==> config.mk <==
export PLATFORM = sky130hd
export DESIGN_NAME = iob2axil_flat
export DESIGN_NICKNAME = d
export VERILOG_FILES = /design/src/rtl/iob2axil_pkg.sv /design/src/rtl/iob2axil_if.sv /design/src/rtl/iob2axil.sv /design/src/flat_wrapper.sv
export SDC_FILE = /design/constraint.sdc
export NUM_CORES = 1
export LEC_CHECK = 0
export BUFFER_PORTS_ARGS = -buffer_cell sky130_fd_sc_hd__buf_2
export CORE_ASPECT_RATIO = 0.9
export CORE_MARGIN = 4
export CORE_UTILIZATION = 48
export CTS_BUF_LIST = sky130_fd_sc_hd__clkbuf_4 sky130_fd_sc_hd__clkbuf_8
export DETAILED_ROUTE_END_ITERATION = 16
export PLACE_DENSITY = 0.87
export SLEW_MARGIN = 10
export SYNTH_ARGS = -nofsm -noshare
export SYNTH_HDL_FRONTEND = slang
export SYNTH_SLANG_ARGS = --single-unit
==> constraint.sdc <==
create_clock -name clk -period 2.8 [get_ports clk]
set_clock_uncertainty 0.1 [all_clocks]
set_input_delay 0.56 -clock clk [delete_from_list [all_inputs] [get_ports clk]]
set_output_delay 0.56 -clock clk [all_outputs]
set_load 0.02 [all_outputs]
==> src/rtl/iob2axil_pkg.sv <==
// -----------------------------------------------------------------------------
// iob2axil_pkg
// Shared definitions for the IOb-native to AXI4-Lite bridge:
//   - AXI4-Lite field widths and the OKAY response code
//   - bridge FSM state encoding (3 bits)
//   - small helper that classifies an AXI response as an error
// No ports (package).
// -----------------------------------------------------------------------------
package iob2axil_pkg;

  localparam int AXI_PROT_W = 3;
  localparam int AXI_RESP_W = 2;

  localparam logic [AXI_RESP_W-1:0] AXI_RESP_OKAY = 2'b00;

  typedef enum logic [2:0] {
    IDLE    = 3'd0,
    WRITE   = 3'd1,
    W_RESP  = 3'd2,
    RD_ADDR = 3'd3,
    RD_DATA = 3'd4,
    DONE    = 3'd5
  } state_t;

  // Any response other than OKAY (EXOKAY is not legal on AXI4-Lite) is an error.
  function automatic logic resp_is_err(input logic [AXI_RESP_W-1:0] resp);
    return (resp != AXI_RESP_OKAY);
  endfunction

endpackage

==> src/rtl/iob2axil_if.sv <==
// -----------------------------------------------------------------------------
// Bus interfaces used by iob2axil.
//
// iob_if  : IOb native bus.
//   master drives valid/addr/wdata/wstrb, slave returns rdata/ready/err.
//   wstrb == 0 means read. ready is a single-cycle completion pulse and err
//   is meaningful only while ready is high.
//
// axil_if : AXI4-Lite bus (AW, W, B, AR, R channels).
//   master drives the address/data valids and bready/rready, slave drives the
//   corresponding readies, bresp/bvalid and rdata/rresp/rvalid.
// -----------------------------------------------------------------------------
interface iob_if #(
  parameter int AXIL_ADDR_W = 32,
  parameter int AXIL_DATA_W = 32
) ();

  logic                     valid;
  logic [AXIL_ADDR_W-1:0]   addr;
  logic [AXIL_DATA_W-1:0]   wdata;
  logic [AXIL_DATA_W/8-1:0] wstrb;
  logic [AXIL_DATA_W-1:0]   rdata;
  logic                     ready;
  logic                     err;

  modport master (
    output valid, addr, wdata, wstrb,
    input  rdata, ready, err
  );

  modport slave (
    input  valid, addr, wdata, wstrb,
    output rdata, ready, err
  );

endinterface

interface axil_if #(
  parameter int AXIL_ADDR_W = 32,
  parameter int AXIL_DATA_W = 32
) ();

  import iob2axil_pkg::*;

  // write address channel
  logic [AXIL_ADDR_W-1:0]   awaddr;
  logic [AXI_PROT_W-1:0]    awprot;
  logic                     awvalid;
  logic                     awready;
  // write data channel
  logic [AXIL_DATA_W-1:0]   wdata;
  logic [AXIL_DATA_W/8-1:0] wstrb;
  logic                     wvalid;
  logic                     wready;
  // write response channel
  logic [AXI_RESP_W-1:0]    bresp;
  logic                     bvalid;
  logic                     bready;
  // read address channel
  logic [AXIL_ADDR_W-1:0]   araddr;
  logic [AXI_PROT_W-1:0]    arprot;
  logic                     arvalid;
  logic                     arready;
  // read data channel
  logic [AXIL_DATA_W-1:0]   rdata;
  logic [AXI_RESP_W-1:0]    rresp;
  logic                     rvalid;
  logic                     rready;

  modport master (
    output awaddr, awprot, awvalid, input awready,
    output wdata, wstrb, wvalid,    input wready,
    input  bresp, bvalid,           output bready,
    output araddr, arprot, arvalid, input arready,
    input  rdata, rresp, rvalid,    output rready
  );

  modport slave (
    input  awaddr, awprot, awvalid, output awready,
    input  wdata, wstrb, wvalid,    output wready,
    output bresp, bvalid,           input bready,
    input  araddr, arprot, arvalid, output arready,
    output rdata, rresp, rvalid,    input rready
  );

endinterface

==> src/rtl/iob2axil.sv <==
// -----------------------------------------------------------------------------
// iob2axil
// Bridges an IOb native slave port onto an AXI4-Lite master port. One
// transaction is in flight at a time; a request with nonzero wstrb becomes an
// AXI write, otherwise an AXI read. Every output (native and AXI) comes
// straight from a flop.
//
// Ports:
//   clk     : clock
//   rst     : synchronous, active-high reset (abandons any AXI transaction)
//   iob_s   : IOb native bus, slave side (valid/addr/wdata/wstrb in,
//             rdata/ready/err out)
//   axil_m  : AXI4-Lite bus, master side (AW/W/AR valids, bready, rready out)
// -----------------------------------------------------------------------------
module iob2axil
  import iob2axil_pkg::*;
#(
  parameter int AXIL_ADDR_W = 32,
  parameter int AXIL_DATA_W = 32
) (
  input  logic   clk,
  input  logic   rst,
  iob_if.slave   iob_s,
  axil_if.master axil_m
);

  localparam int STRB_W = AXIL_DATA_W / 8;

  // FSM state
  state_t state_q, state_d;

  // Request captured in IDLE; the native master may change its inputs later.
  logic [AXIL_ADDR_W-1:0] addr_q,  addr_d;
  logic [AXIL_DATA_W-1:0] wdata_q, wdata_d;
  logic [STRB_W-1:0]      wstrb_q, wstrb_d;

  // AXI handshake outputs
  logic awvalid_q, awvalid_d;
  logic wvalid_q,  wvalid_d;
  logic bready_q,  bready_d;
  logic arvalid_q, arvalid_d;
  logic rready_q,  rready_d;

  // Per-channel completion flags for the write address/data channels
  logic aw_done_q, aw_done_d;
  logic w_done_q,  w_done_d;

  // Native response outputs
  logic                   ready_q, ready_d;
  logic                   err_q,   err_d;
  logic [AXIL_DATA_W-1:0] rdata_q, rdata_d;

  // A channel counts as done if it finished earlier or handshakes this cycle,
  // so AW and W may complete in either order or together.
  logic aw_done_s;
  logic w_done_s;

  assign aw_done_s = aw_done_q | (awvalid_q & axil_m.awready);
  assign w_done_s  = w_done_q  | (wvalid_q  & axil_m.wready);

  // State and datapath registers, cleared by the synchronous reset
  always_ff @(posedge clk) begin
    if (rst) begin
      state_q   <= IDLE;
      addr_q    <= {AXIL_ADDR_W{1'b0}};
      wdata_q   <= {AXIL_DATA_W{1'b0}};
      wstrb_q   <= {STRB_W{1'b0}};
      awvalid_q <= 1'b0;
      wvalid_q  <= 1'b0;
      bready_q  <= 1'b0;
      arvalid_q <= 1'b0;
      rready_q  <= 1'b0;
      aw_done_q <= 1'b0;
      w_done_q  <= 1'b0;
      ready_q   <= 1'b0;
      err_q     <= 1'b0;
      rdata_q   <= {AXIL_DATA_W{1'b0}};
    end else begin
      state_q   <= state_d;
      addr_q    <= addr_d;
      wdata_q   <= wdata_d;
      wstrb_q   <= wstrb_d;
      awvalid_q <= awvalid_d;
      wvalid_q  <= wvalid_d;
      bready_q  <= bready_d;
      arvalid_q <= arvalid_d;
      rready_q  <= rready_d;
      aw_done_q <= aw_done_d;
      w_done_q  <= w_done_d;
      ready_q   <= ready_d;
      err_q     <= err_d;
      rdata_q   <= rdata_d;
    end
  end

  // Next-state and next-output logic of the bridge FSM
  always_comb begin
    state_d   = state_q;
    addr_d    = addr_q;
    wdata_d   = wdata_q;
    wstrb_d   = wstrb_q;
    awvalid_d = awvalid_q;
    wvalid_d  = wvalid_q;
    bready_d  = bready_q;
    arvalid_d = arvalid_q;
    rready_d  = rready_q;
    aw_done_d = aw_done_q;
    w_done_d  = w_done_q;
    ready_d   = 1'b0;      // ready is a one-cycle pulse
    err_d     = err_q;
    rdata_d   = rdata_q;

    case (state_q)
      IDLE: begin
        aw_done_d = 1'b0;
        w_done_d  = 1'b0;
        if (iob_s.valid) begin
          addr_d  = iob_s.addr;
          wdata_d = iob_s.wdata;
          wstrb_d = iob_s.wstrb;
          if (iob_s.wstrb != {STRB_W{1'b0}}) begin
            awvalid_d = 1'b1;
            wvalid_d  = 1'b1;
            state_d   = WRITE;
          end else begin
            arvalid_d = 1'b1;
            state_d   = RD_ADDR;
          end
        end else begin
          state_d = IDLE;
        end
      end

      WRITE: begin
        // Each valid falls on the cycle after its own handshake.
        awvalid_d = awvalid_q & ~axil_m.awready;
        wvalid_d  = wvalid_q  & ~axil_m.wready;
        aw_done_d = aw_done_s;
        w_done_d  = w_done_s;
        if (aw_done_s && w_done_s) begin
          aw_done_d = 1'b0;
          w_done_d  = 1'b0;
          bready_d  = 1'b1;
          state_d   = W_RESP;
        end else begin
          state_d = WRITE;
        end
      end

      W_RESP: begin
        if (axil_m.bvalid) begin
          bready_d = 1'b0;
          err_d    = resp_is_err(axil_m.bresp);
          ready_d  = 1'b1;
          state_d  = DONE;
        end else begin
          state_d = W_RESP;
        end
      end

      RD_ADDR: begin
        if (axil_m.arready) begin
          arvalid_d = 1'b0;
          rready_d  = 1'b1;
          state_d   = RD_DATA;
        end else begin
          state_d = RD_ADDR;
        end
      end

      RD_DATA: begin
        if (axil_m.rvalid) begin
          rready_d = 1'b0;
          rdata_d  = axil_m.rdata;
          err_d    = resp_is_err(axil_m.rresp);
          ready_d  = 1'b1;
          state_d  = DONE;
        end else begin
          state_d = RD_DATA;
        end
      end

      DONE: begin
        // ready is high this cycle; valid is not looked at so a master that
        // still holds valid cannot start a second transaction.
        err_d   = 1'b0;
        state_d = IDLE;
      end

      default: begin
        awvalid_d = 1'b0;
        wvalid_d  = 1'b0;
        bready_d  = 1'b0;
        arvalid_d = 1'b0;
        rready_d  = 1'b0;
        aw_done_d = 1'b0;
        w_done_d  = 1'b0;
        err_d     = 1'b0;
        state_d   = IDLE;
      end
    endcase
  end

  // Native side outputs
  assign iob_s.rdata = rdata_q;
  assign iob_s.ready = ready_q;
  assign iob_s.err   = err_q;

  // AXI side outputs; address and data come from the captured request
  assign axil_m.awaddr  = addr_q;
  assign axil_m.awprot  = {AXI_PROT_W{1'b0}};
  assign axil_m.awvalid = awvalid_q;
  assign axil_m.wdata   = wdata_q;
  assign axil_m.wstrb   = wstrb_q;
  assign axil_m.wvalid  = wvalid_q;
  assign axil_m.bready  = bready_q;
  assign axil_m.araddr  = addr_q;
  assign axil_m.arprot  = {AXI_PROT_W{1'b0}};
  assign axil_m.arvalid = arvalid_q;
  assign axil_m.rready  = rready_q;

endmodule

==> src/flat_wrapper.sv <==
// flat-port wrapper written by rule: the top's interface ports become plain ports
module iob2axil_flat import iob2axil_pkg::*;
#(
  parameter int AXIL_ADDR_W = 32,
  parameter int AXIL_DATA_W = 32
)
  (clk, rst, iob_s_valid, iob_s_addr, iob_s_wdata, iob_s_wstrb, iob_s_rdata, iob_s_ready, iob_s_err, axil_m_awaddr, axil_m_awprot, axil_m_awvalid, axil_m_awready, axil_m_wdata, axil_m_wstrb, axil_m_wvalid, axil_m_wready, axil_m_bresp, axil_m_bvalid, axil_m_bready, axil_m_araddr, axil_m_arprot, axil_m_arvalid, axil_m_arready, axil_m_rdata, axil_m_rresp, axil_m_rvalid, axil_m_rready);
  iob_if #(.AXIL_ADDR_W(AXIL_ADDR_W), .AXIL_DATA_W(AXIL_DATA_W)) iob_s_i ();
  axil_if #(.AXIL_ADDR_W(AXIL_ADDR_W), .AXIL_DATA_W(AXIL_DATA_W)) axil_m_i ();
  input  logic clk;
  input  logic rst;
  input wire logic [$bits(iob_s_i.valid)-1:0] iob_s_valid;
  input wire logic [$bits(iob_s_i.addr)-1:0] iob_s_addr;
  input wire logic [$bits(iob_s_i.wdata)-1:0] iob_s_wdata;
  input wire logic [$bits(iob_s_i.wstrb)-1:0] iob_s_wstrb;
  output wire logic [$bits(iob_s_i.rdata)-1:0] iob_s_rdata;
  output wire logic [$bits(iob_s_i.ready)-1:0] iob_s_ready;
  output wire logic [$bits(iob_s_i.err)-1:0] iob_s_err;
  output wire logic [$bits(axil_m_i.awaddr)-1:0] axil_m_awaddr;
  output wire logic [$bits(axil_m_i.awprot)-1:0] axil_m_awprot;
  output wire logic [$bits(axil_m_i.awvalid)-1:0] axil_m_awvalid;
  input wire logic [$bits(axil_m_i.awready)-1:0] axil_m_awready;
  output wire logic [$bits(axil_m_i.wdata)-1:0] axil_m_wdata;
  output wire logic [$bits(axil_m_i.wstrb)-1:0] axil_m_wstrb;
  output wire logic [$bits(axil_m_i.wvalid)-1:0] axil_m_wvalid;
  input wire logic [$bits(axil_m_i.wready)-1:0] axil_m_wready;
  input wire logic [$bits(axil_m_i.bresp)-1:0] axil_m_bresp;
  input wire logic [$bits(axil_m_i.bvalid)-1:0] axil_m_bvalid;
  output wire logic [$bits(axil_m_i.bready)-1:0] axil_m_bready;
  output wire logic [$bits(axil_m_i.araddr)-1:0] axil_m_araddr;
  output wire logic [$bits(axil_m_i.arprot)-1:0] axil_m_arprot;
  output wire logic [$bits(axil_m_i.arvalid)-1:0] axil_m_arvalid;
  input wire logic [$bits(axil_m_i.arready)-1:0] axil_m_arready;
  input wire logic [$bits(axil_m_i.rdata)-1:0] axil_m_rdata;
  input wire logic [$bits(axil_m_i.rresp)-1:0] axil_m_rresp;
  input wire logic [$bits(axil_m_i.rvalid)-1:0] axil_m_rvalid;
  output wire logic [$bits(axil_m_i.rready)-1:0] axil_m_rready;
  assign iob_s_i.valid = iob_s_valid;
  assign iob_s_i.addr = iob_s_addr;
  assign iob_s_i.wdata = iob_s_wdata;
  assign iob_s_i.wstrb = iob_s_wstrb;
  assign iob_s_rdata = iob_s_i.rdata;
  assign iob_s_ready = iob_s_i.ready;
  assign iob_s_err = iob_s_i.err;
  assign axil_m_awaddr = axil_m_i.awaddr;
  assign axil_m_awprot = axil_m_i.awprot;
  assign axil_m_awvalid = axil_m_i.awvalid;
  assign axil_m_i.awready = axil_m_awready;
  assign axil_m_wdata = axil_m_i.wdata;
  assign axil_m_wstrb = axil_m_i.wstrb;
  assign axil_m_wvalid = axil_m_i.wvalid;
  assign axil_m_i.wready = axil_m_wready;
  assign axil_m_i.bresp = axil_m_bresp;
  assign axil_m_i.bvalid = axil_m_bvalid;
  assign axil_m_bready = axil_m_i.bready;
  assign axil_m_araddr = axil_m_i.araddr;
  assign axil_m_arprot = axil_m_i.arprot;
  assign axil_m_arvalid = axil_m_i.arvalid;
  assign axil_m_i.arready = axil_m_arready;
  assign axil_m_i.rdata = axil_m_rdata;
  assign axil_m_i.rresp = axil_m_rresp;
  assign axil_m_i.rvalid = axil_m_rvalid;
  assign axil_m_rready = axil_m_i.rready;
  iob2axil #(.AXIL_ADDR_W(AXIL_ADDR_W), .AXIL_DATA_W(AXIL_DATA_W)) u_core (.clk(clk), .rst(rst), .iob_s(iob_s_i), .axil_m(axil_m_i));
endmodule
==> results.json <==
{
  "crit_required_ns": 2.97,
  "grt_pass1_wl_mm": 19.03,
  "cts-root-buf": "clkbuf_8",
  "io_buffers": 250,
  "arrival_ns": 2.04,
  "num-nets-final": 859,
  "avgSynthCellArea_um2": 7.836,
  "dieHeight_um": 97.73,
  "clk_path_buf_depth": 2,
  "syn_area_mm2": 0.004294,
  "cts_buffers": 9,
  "tightest_slew_ns": 0.6468,
  "post_cts_resized": 0,
  "rows": 32,
  "drtPass1Iterations": 6,
  "wl_mm": 12.27,
  "hold_class": "primary input to flop",
  "p_per_area_mw_per_mm2": 574.0,
  "synth_seq_cells": 112,
  "grt_pass1_vias": 4126,
  "place_ws_ns": 0.8698,
  "ys_seq_area_share_pct": 52.21,
  "clkTransAtPathRegs_ns": 0.11,
  "cts_tree": "yes",
  "vdd_drop_max_uv": 328.1,
  "area_growth_pct": 28.67,
  "hold_viol_final": 0,
  "dr.first_iter.drc_count": 205,
  "dp.cells": 855,
  "place_congestion": 0.8290,
  "grt_setup_unrepaired": "false",
  "worst-path-max-fanout": 45,
  "slew_headroom_pct": 56.88,
  "gr-total-overflow": 0,
  "die-area_mm2": 0.01053,
  "layout-drive-gt1-share_pct": 36.57,
  "avgViaCountPerCell": 4.913,
  "start_kind": "flop",
  "fin_area_mm2": 0.005525,
  "die_x_um": 107.7,
  "yosys.cell_types.count": 32,
  "worst_slack_ns": 0.9227,
  "worstSetupPathType": "flop to flop",
  "leakage_nw": 2.676,
  "antenna_found_initial": 0,
  "n_antenna_cell": 0,
  "yosysWarnings": 0,
  "coreArea_mm2": 0.008648,
  "finalSetupViolations": 0,
  "dpl_cell_area_mm2": 0.005338,
  "cts.hold.buffers_added": 0,
  "r2r_start": "u_core.state_q[2]$_SDFF_PP0_",
  "hpwlAfterDp_mm": 9.119,
  "maxCapViolCount": 0,
  "dr_total_vias": 4279,
  "finalCritPeriodShare_pct": 67.05,
  "maxSlewViolCount": 0,
  "grt_start_max_net_pins": 65,
  "clock_latency_ns": 0.36,
  "min-delay-start": "axil_m_wready",
  "cts_htree_levels": 3,
  "status": "finished clean",
  "post_drt_wl_per_cell_um": 14.09,
  "fin_crit_ns": 1.877,
  "cts_setup_buffers": 0,
  "ios": 257,
  "postRouteAntennaNets": 0,
  "start_util_pct": 49.65,
  "post-route-util_pct": 63.89,
  "drc_errors": 0,
  "cts_sinks": 112,
  "grt_use_total_pct": 22.18,
  "startpoint": "u_core.state_q[2]$_SDFF_PP0_",
  "end_kind": "flop",
  "finalNonFillerCells": 871,
  "syn_inst": 548,
  "fmax_mhz": 532.7,
  "fin_tns_setup_ns": 0
}
-- metal layers --
metal,share of wire (%),GRT usage (%),wire [um],vias up
met4,1.2,6.214,147,0
met2,52,40.39,6402,184
met3,9.3,7.072,1137,14
met5,0,0,0,-
li1,-,-,-,2123
met1,37,24.63,4586,1958
-- metrics by stage --
step	hold slack [ns]	total power [W]
detailed placement	0.3447	0.002288
global route	0.2878	0.003323
global placement	0.3396	0.002272
finish	0.2991	0.003171
floorplan	0.3662	0.002108
CTS	0.2836	0.003203
-- power breakdown --
group          switching, W  total, W  leakage (nW)  internal, W
sequential        0.0000525   0.00172         0.914      0.00167
combinational      0.000341  0.000531          1.67     0.000190
clock              0.000558  0.000921        0.0956     0.000363
-- cells in the mapped netlist (all sizes together) --
| cell | count | area, um^2 |
|---|---|---|
| a21o | 1 | 7.510 |
| a21oi | 107 | 535.5 |
| a221oi | 2 | 17.52 |
| a22oi | 2 | 15.01 |
| a2bb2oi | 1 | 8.760 |
| a31oi | 3 | 18.77 |
| a32oi | 1 | 8.760 |
| and3 | 1 | 6.260 |
| buf | 49 | 340.3 |
| clkbuf | 26 | 97.59 |
| conb | 1 | 3.750 |
| dfxtp | 112 | 2242 |
| inv | 3 | 11.26 |
| nand2 | 204 | 765.7 |
| nand2b | 3 | 18.77 |
| nand3 | 1 | 5.000 |
| nand3b | 1 | 7.510 |
| nor2 | 10 | 37.54 |
| nor2b | 2 | 12.51 |
| nor3 | 1 | 5.000 |
| nor3b | 1 | 7.510 |
| nor4 | 1 | 6.260 |
| nor4b | 2 | 32.53 |
| o21a | 1 | 7.510 |
| o21ai | 6 | 30.03 |
| o22a | 1 | 8.760 |
| o22ai | 1 | 6.260 |
| or3 | 2 | 12.51 |
| or3b | 1 | 8.760 |
| xor2 | 1 | 8.760 |
-- registers in the layout, indices dropped and copies added, names as in the netlist, 3 cells and up --
register,cells
u_core.axil_m.wstrb,4
u_core.state_q,3
u_core.axil_m.wdata,32
u_core.axil_m.araddr,32
u_core.iob_s.rdata,32
-- cell usage in the layout (no fill, tap or decap), drive strengths merged --
master    count
a2bb2oi       1
a21oi       107
clkbuf       10
nand2       204
clkinvlp      1
nand3b        1
a221oi        2
conb          6
nor3          1
o21a          1
xor2          1
nor2         10
nand3         1
nor4          1
a22oi         2
nor2b         2
nor3b         1
and3          1
o22ai         1
a32oi         1
o22a          1
nor4b         2
dfxtp       112
a21o          1
inv           7
nand2b        3
a31oi         3
o21ai         6
or3b          1
clkinv        1
buf         258
or3           2
-- worst paths after layout --
| check | end | slack (ns) | depth (start not counted) |
|---|---|---|---|
| worst min-delay path | u_core.axil_m.wvalid$_SDFFE_PP0P_ | 0.30 | 2 |
| worst min register to register | u_core.iob_s.rdata[12]$_SDFFE_PP0P_ | 0.36 | 2 |
| worst max register to register | u_core.axil_m.awvalid$_SDFFE_PP0P_ | 0.92 | 4 |
| worst max-delay path | u_core.axil_m.awvalid$_SDFFE_PP0P_ | 0.92 | 4 |
-- logic make-up (layout without fill, tap and decap cells) --
family          after synthesis  count (layout)  synth area share, %
xor+xnor                      1               1               0.2040
compound gates              126             126                15.47
buf+inv                      78             277                10.46
simple gates                230             230                21.56
other cells                   1               6              0.08733
flops                       112             112                52.21
-- area by class of cell --
class	count	area, um^2
flip-flops and latches	112	2242
multi-input cells	363	1622
well taps	119	148.9
clock inverters	6	50.05
repair buffers	258	1314
inverters	3	11.26
fillers	768	3123
clock buffers	10	137.6
-- critical path, stage by stage, from the launching register on --
cell      delay [ns]
dfxtp_1         0.52
nor4b_4         0.31
buf_4           0.44
nand2b_1        0.13
a221oi_1        0.27
No activity file was read; power rests on OpenSTA's default activity.
